## src/rtl/dcache_victim_wb.sv

```systemverilog
// Dirty-line writeback engine: reads a victim line from the 8 dcache word
// banks in one access, holds it in a local buffer so the refill path can reuse
// the RAM, and writes it to memory as one 8-beat AXI INCR burst.
module dcache_victim_wb #(
    parameter int              ID_W   = 4,
    parameter logic [ID_W-1:0] AXI_ID = ID_W'(1)
) (
    input  logic            clk,
    input  logic            rst,
    input  logic            wb_req,
    input  logic [31:0]     wb_addr,
    output logic            wb_ready,
    output logic            wb_captured,
    output logic            wb_done,
    input  logic [31:0]     snoop_addr,
    output logic            snoop_hit,
    output logic            ram_en,
    output logic [31:0]     ram_addr,
    input  logic [255:0]    ram_rdata,
    output logic [ID_W-1:0] awid,
    output logic [31:0]     awaddr,
    output logic [7:0]      awlen,
    output logic [2:0]      awsize,
    output logic [1:0]      awburst,
    output logic            awvalid,
    input  logic            awready,
    output logic [31:0]     wdata,
    output logic [3:0]      wstrb,
    output logic            wlast,
    output logic            wvalid,
    input  logic            wready,
    input  logic [ID_W-1:0] bid,
    input  logic [1:0]      bresp,
    input  logic            bvalid,
    output logic            bready
);

    typedef enum logic [2:0] {
        S_IDLE,
        S_RD,
        S_CAP,
        S_SEND,
        S_RESP
    } state_t;

    state_t         state_q, state_d;
    logic [26:0]    line_q, line_d;
    logic [255:0]   line_buf_q, line_buf_d;
    logic [2:0]     beat_q, beat_d;
    logic           aw_done_q, aw_done_d;
    logic           w_done_q, w_done_d;
    logic           aw_hs, w_hs;

    // Response ID and status carry no information for this engine, nor do the
    // byte-offset bits of the snoop address.
    logic unused_inputs;
    assign unused_inputs = ^{bid, bresp, snoop_addr[4:0]};

    // Control state, held line address and burst progress; reset abandons any burst.
    always_ff @(posedge clk or negedge rst) begin
        if (!rst) begin
            state_q   <= S_IDLE;
            line_q    <= '0;
            beat_q    <= '0;
            aw_done_q <= 1'b0;
            w_done_q  <= 1'b0;
        end else begin
            state_q   <= state_d;
            line_q    <= line_d;
            beat_q    <= beat_d;
            aw_done_q <= aw_done_d;
            w_done_q  <= w_done_d;
        end
    end

    // Line buffer contents are meaningless after reset, so it has no reset.
    always_ff @(posedge clk) begin
        line_buf_q <= line_buf_d;
    end

    // Next-state and handshake outputs; W runs alongside AW with no ordering between them.
    always_comb begin
        state_d     = state_q;
        line_d      = line_q;
        line_buf_d  = line_buf_q;
        beat_d      = beat_q;
        aw_done_d   = aw_done_q;
        w_done_d    = w_done_q;
        wb_ready    = 1'b0;
        wb_captured = 1'b0;
        wb_done     = 1'b0;
        ram_en      = 1'b0;
        awvalid     = 1'b0;
        wvalid      = 1'b0;
        bready      = 1'b0;
        aw_hs       = 1'b0;
        w_hs        = 1'b0;
        case (state_q)
            S_IDLE: begin
                wb_ready = 1'b1;
                if (wb_req) begin
                    ram_en  = 1'b1;
                    line_d  = wb_addr[31:5];
                    state_d = S_RD;
                end
            end
            S_RD: begin
                state_d = S_CAP;
            end
            S_CAP: begin
                line_buf_d  = ram_rdata;
                wb_captured = 1'b1;
                aw_done_d   = 1'b0;
                w_done_d    = 1'b0;
                beat_d      = 3'd0;
                state_d     = S_SEND;
            end
            S_SEND: begin
                awvalid = !aw_done_q;
                wvalid  = !w_done_q;
                aw_hs   = awvalid && awready;
                w_hs    = wvalid && wready;
                if (aw_hs) begin
                    aw_done_d = 1'b1;
                end
                if (w_hs) begin
                    beat_d = beat_q + 3'd1;
                    if (beat_q == 3'd7) begin
                        w_done_d = 1'b1;
                    end
                end
                if ((aw_done_q || aw_hs) && (w_done_q || (w_hs && beat_q == 3'd7))) begin
                    state_d = S_RESP;
                end
            end
            S_RESP: begin
                bready = 1'b1;
                if (bvalid) begin
                    wb_done = 1'b1;
                    state_d = S_IDLE;
                end
            end
            default: begin
                state_d = S_IDLE;
            end
        endcase
    end

    assign ram_addr  = wb_addr;
    assign awid      = AXI_ID;
    assign awaddr    = {line_q, 5'b0};
    assign awlen     = 8'd7;
    assign awsize    = 3'd2;
    assign awburst   = 2'b01;
    assign wdata     = line_buf_q[{beat_q, 5'b0} +: 32];
    assign wstrb     = 4'hF;
    assign wlast     = (beat_q == 3'd7);
    assign snoop_hit = (state_q != S_IDLE) && (snoop_addr[31:5] == line_q);

endmodule

```

## config.mk

```make
export PLATFORM = sky130hd
export DESIGN_NAME = dcache_victim_wb
export DESIGN_NICKNAME = d
export VERILOG_FILES = /design/src/rtl/dcache_victim_wb.sv
export SDC_FILE = /design/constraint.sdc
export NUM_CORES = 1
export LEC_CHECK = 0
export ABC_AREA = 1
export CORE_AREA = 2 2 179 181
export DETAILED_ROUTE_END_ITERATION = 10
export DIE_AREA = 0 0 181 183
export PLACE_DENSITY = 0.8
export SYNTH_ARGS = -nofsm -noshare
export SYNTH_HDL_FRONTEND = slang
export SYNTH_SLANG_ARGS = --single-unit
```

## constraint.sdc

```tcl
create_clock -name clk -period 8.7 [get_ports clk]
set_input_delay 1.305 -clock clk [delete_from_list [all_inputs] [get_ports clk]]
set_output_delay 1.305 -clock clk [all_outputs]
set_load 0.05 [all_outputs]
```

==> impl_metrics.json <==
{
  "syn_avg_cell_area_um2": 11.0,
  "p_int_w": 0.00363,
  "max-cap-violations": 0,
  "avgViaCountPerCell": 4.85,
  "cp_data_required_time_ns": 7.39,
  "grt_max_degree": 98,
  "max_clock_freq_mhz": 188,
  "arrival_ns": 4.01,
  "cts_buffer_depth": 3,
  "clock_sinks": 291,
  "first_iter_violations": 465,
  "final_common_cell": "clkdlybuf4s50_1",
  "tightest_slew_ns": 1.03,
  "setup_violations": 0,
  "design.core.area_mm2": 0.0312,
  "critPathLaunchType": "register",
  "leakagePower_nw": 6.54,
  "ir_drop_uv": 383,
  "p_comb_share_pct": 40.5,
  "area_growth_syn_to_layout_pct": 40.2,
  "drive_gt1_share_pct": 3.79,
  "wl_met3_mm": 2.95,
  "clkTransAtPathRegs_ns": 0.06,
  "synth_cells": 1123,
  "cts-hold-fix-buffers": 0,
  "cts_buffers": 31,
  "hpwl_mm": 23.6,
  "period_share_pct": 61.1,
  "seqPwrFrac_pct": 38.9,
  "totalWireLength_mm": 34.0,
  "gp_congestion": 0.895,
  "final_nets": 1820,
  "final_cell_mix": "clkdlybuf4s50_1, edfxtp_1, nor2_1, nand2_1, o21ai_0",
  "wire_per_inst_um": 17.8,
  "dpl_cell_area_mm2": 0.0164,
  "wl_met1_mm": 12.2,
  "synth-seq-cells": 291,
  "rows": 65,
  "post_synth_num_cell_types": 26,
  "pwr-share-clk_pct": 20.7,
  "synthSimpleGateAreaFrac_pct": 13.7,
  "swShare_pct": 40.2,
  "start_util_pct": 39.6,
  "grt_usage_pct": 19.8,
  "cts_tree": "built",
  "path_max_fanout": 66,
  "yosys.area_share.adder_pct": 0.202,
  "fp.dieW_um": 181,
  "pin_count": 458,
  "ant_nets": 0,
  "min_period_ns": 5.32,
  "pre_cts_ws_ns": 3.87,
  "max_stage_delay_ns": 0.81,
  "crit_slowest_cell": "clkdlybuf4s50_1",
  "clockRootBuffer": "clkbuf_16",
  "syn-cell-area_mm2": 0.0124,
  "holdWs_ns": 0.524,
  "clock_latency_ns": 0.55,
  "path_cells": "inv_4 -> buf_4 -> o21ai_0 -> o21ai_1 -> nand2_1 -> nand2_1 -> clkdlybuf4s50_1",
  "switchingPower_w": 0.00244,
  "r2r_slack_ns": 5.85,
  "die_y_um": 183,
  "critPathCaptureType": "output port",
  "die-area_mm2": 0.0331,
  "drt_pass1_iterations": 4,
  "gr-total-overflow": 0,
  "hold_viol_final": 0,
  "grt_first_pass_wirelength_mm": 50.9,
  "drc": 0,
  "slew_viol_final": 0,
  "met2_length_mm": 17.7,
  "cpMostUsedCell": "nand2_1",
  "io_buffers": 410,
  "worst-setup-path-type": "register to output port",
  "grt_setup_unrepaired": "no",
  "htreeDepth": 1,
  "holdCritPathClass": "register to register",
  "fin_worst_skew_ns": 0.0118,
  "muxShareOfSynthArea_pct": 0,
  "dr_total_vias": 9263,
  "synthXorXnorAreaFrac_pct": 0.566,
  "cts_resized": 0,
  "relSlewSlack_pct": 31.1,
  "synth-compound-area-share_pct": 8.81,
  "cp_top_family": "buffers and inverters",
  "synth_top_family_by_area": "simple AND/OR/NAND/NOR gates",
  "ys_seq_area_share_pct": 69.2,
  "setup_ws_ns": 3.38,
  "routed.top_layer": "met4",
  "post_cts_buffers": 0,
  "finalSetupTns_ns": 0,
  "total_power_w": 0.00607,
  "grt_antenna_before_repair": 1,
  "fin_area_mm2": 0.0173,
  "grt_pass1_vias": 9314,
  "powerDensity_mw_per_mm2": 350,
  "status": "finished clean",
  "yosysWarningCount": 0,
  "crit_buf_inv": 3
}
layer usage:
layer	GRT usage [%]	up-vias
met5	0	-
met4	7.80	0
met3	5.12	74
met2	36.8	454
met1	21.7	4297
li1	-	4438
layout make-up:
class,count,area [µm²]
Antenna cell,1,2.50
Clock buffer,40,810
Clock inverter,12,131
Fill cell,2570,13900
Inverter,48,190
Multi-Input combinational cell,696,2980
Sequential cell,291,8570
Tap cell,402,503
Timing Repair Buffer,418,4160
worst register-to-register path: stages (launching register included):
cell and delay, ns:
dfrtp_1 0.39, inv_1 0.18, nand2_2 0.11, inv_1 0.07
nand2_1 0.17, inv_8 0.52, buf_4 0.99
final timing paths:
| kind | from | to | cells after the start |
|---|---|---|---|
| max | beat_q[0] | wdata[28] | 7 |
| min | line_q[20] | line_q[20] | 2 |
| max reg2reg | state_q[2] | line_buf_q[110] | 6 |
| min reg2reg | line_q[20] | line_q[20] | 2 |
| max in group asynchronous | rst | beat_q[0] | 1 |
| min in group asynchronous | rst | line_q[19] | 1 |
stage by stage:
step,cells,utilization (%)
CTS,1907,55.5
finish,1908,55.5
detailed placement,1855,52.5
floorplan,1147,-
global route,1908,55.5
global placement,1855,52.5
power groups by stage:
stage / clock (W) / combinational (W) / sequential (W)
after floorplan: 0 / 0.00151 / 0.00262
after global placement: 0 / 0.00242 / 0.00237
after CTS: 0.00128 / 0.00248 / 0.00237
final: 0.00126 / 0.00246 / 0.00236
after global routing: 0.00134 / 0.00266 / 0.00241
after detailed placement: 0 / 0.00246 / 0.00239
registers in the layout, summed over array words and instances (netlist names):
register,count
aw_done_q,1
state_q,3
w_done_q,1
line_buf_q,256
line_q,27
beat_q,3
synthesized netlist by cell type:
master / n / area (µm²)
a22o_1: 1 / 8.76
nor3_1: 1 / 5.00
nand2_2: 2 / 12.5
ha_1: 2 / 25.0
buf_2: 15 / 75.1
inv_1: 46 / 173
clkbuf_2: 7 / 35.0
xnor2_1: 8 / 70.1
conb_1: 2 / 7.51
dfrtp_1: 35 / 876
inv_2: 2 / 7.51
o21ai_0: 154 / 771
nor2_4: 1 / 11.3
buf_8: 1 / 15.0
edfxtp_1: 256 / 7690
buf_1: 1 / 3.75
nand3_1: 9 / 45.0
buf_6: 2 / 22.5
nor2_1: 214 / 803
a21oi_1: 2 / 10.0
o21ai_1: 60 / 300
clkbuf_1: 18 / 67.6
buf_12: 1 / 20.0
buf_4: 67 / 503
nor2_2: 2 / 12.5
nand2_1: 214 / 803
cells by family (layout without fill, tap and decap cells):
group / after synthesis / count (layout)
compound gates: 217 / 217
xor+xnor: 8 / 8
fa+ha+maj: 2 / 2
buf+inv: 160 / 518
flops: 291 / 291
other cells: 2 / 27
simple gates: 443 / 443
Power figures use the tool's default switching activity.
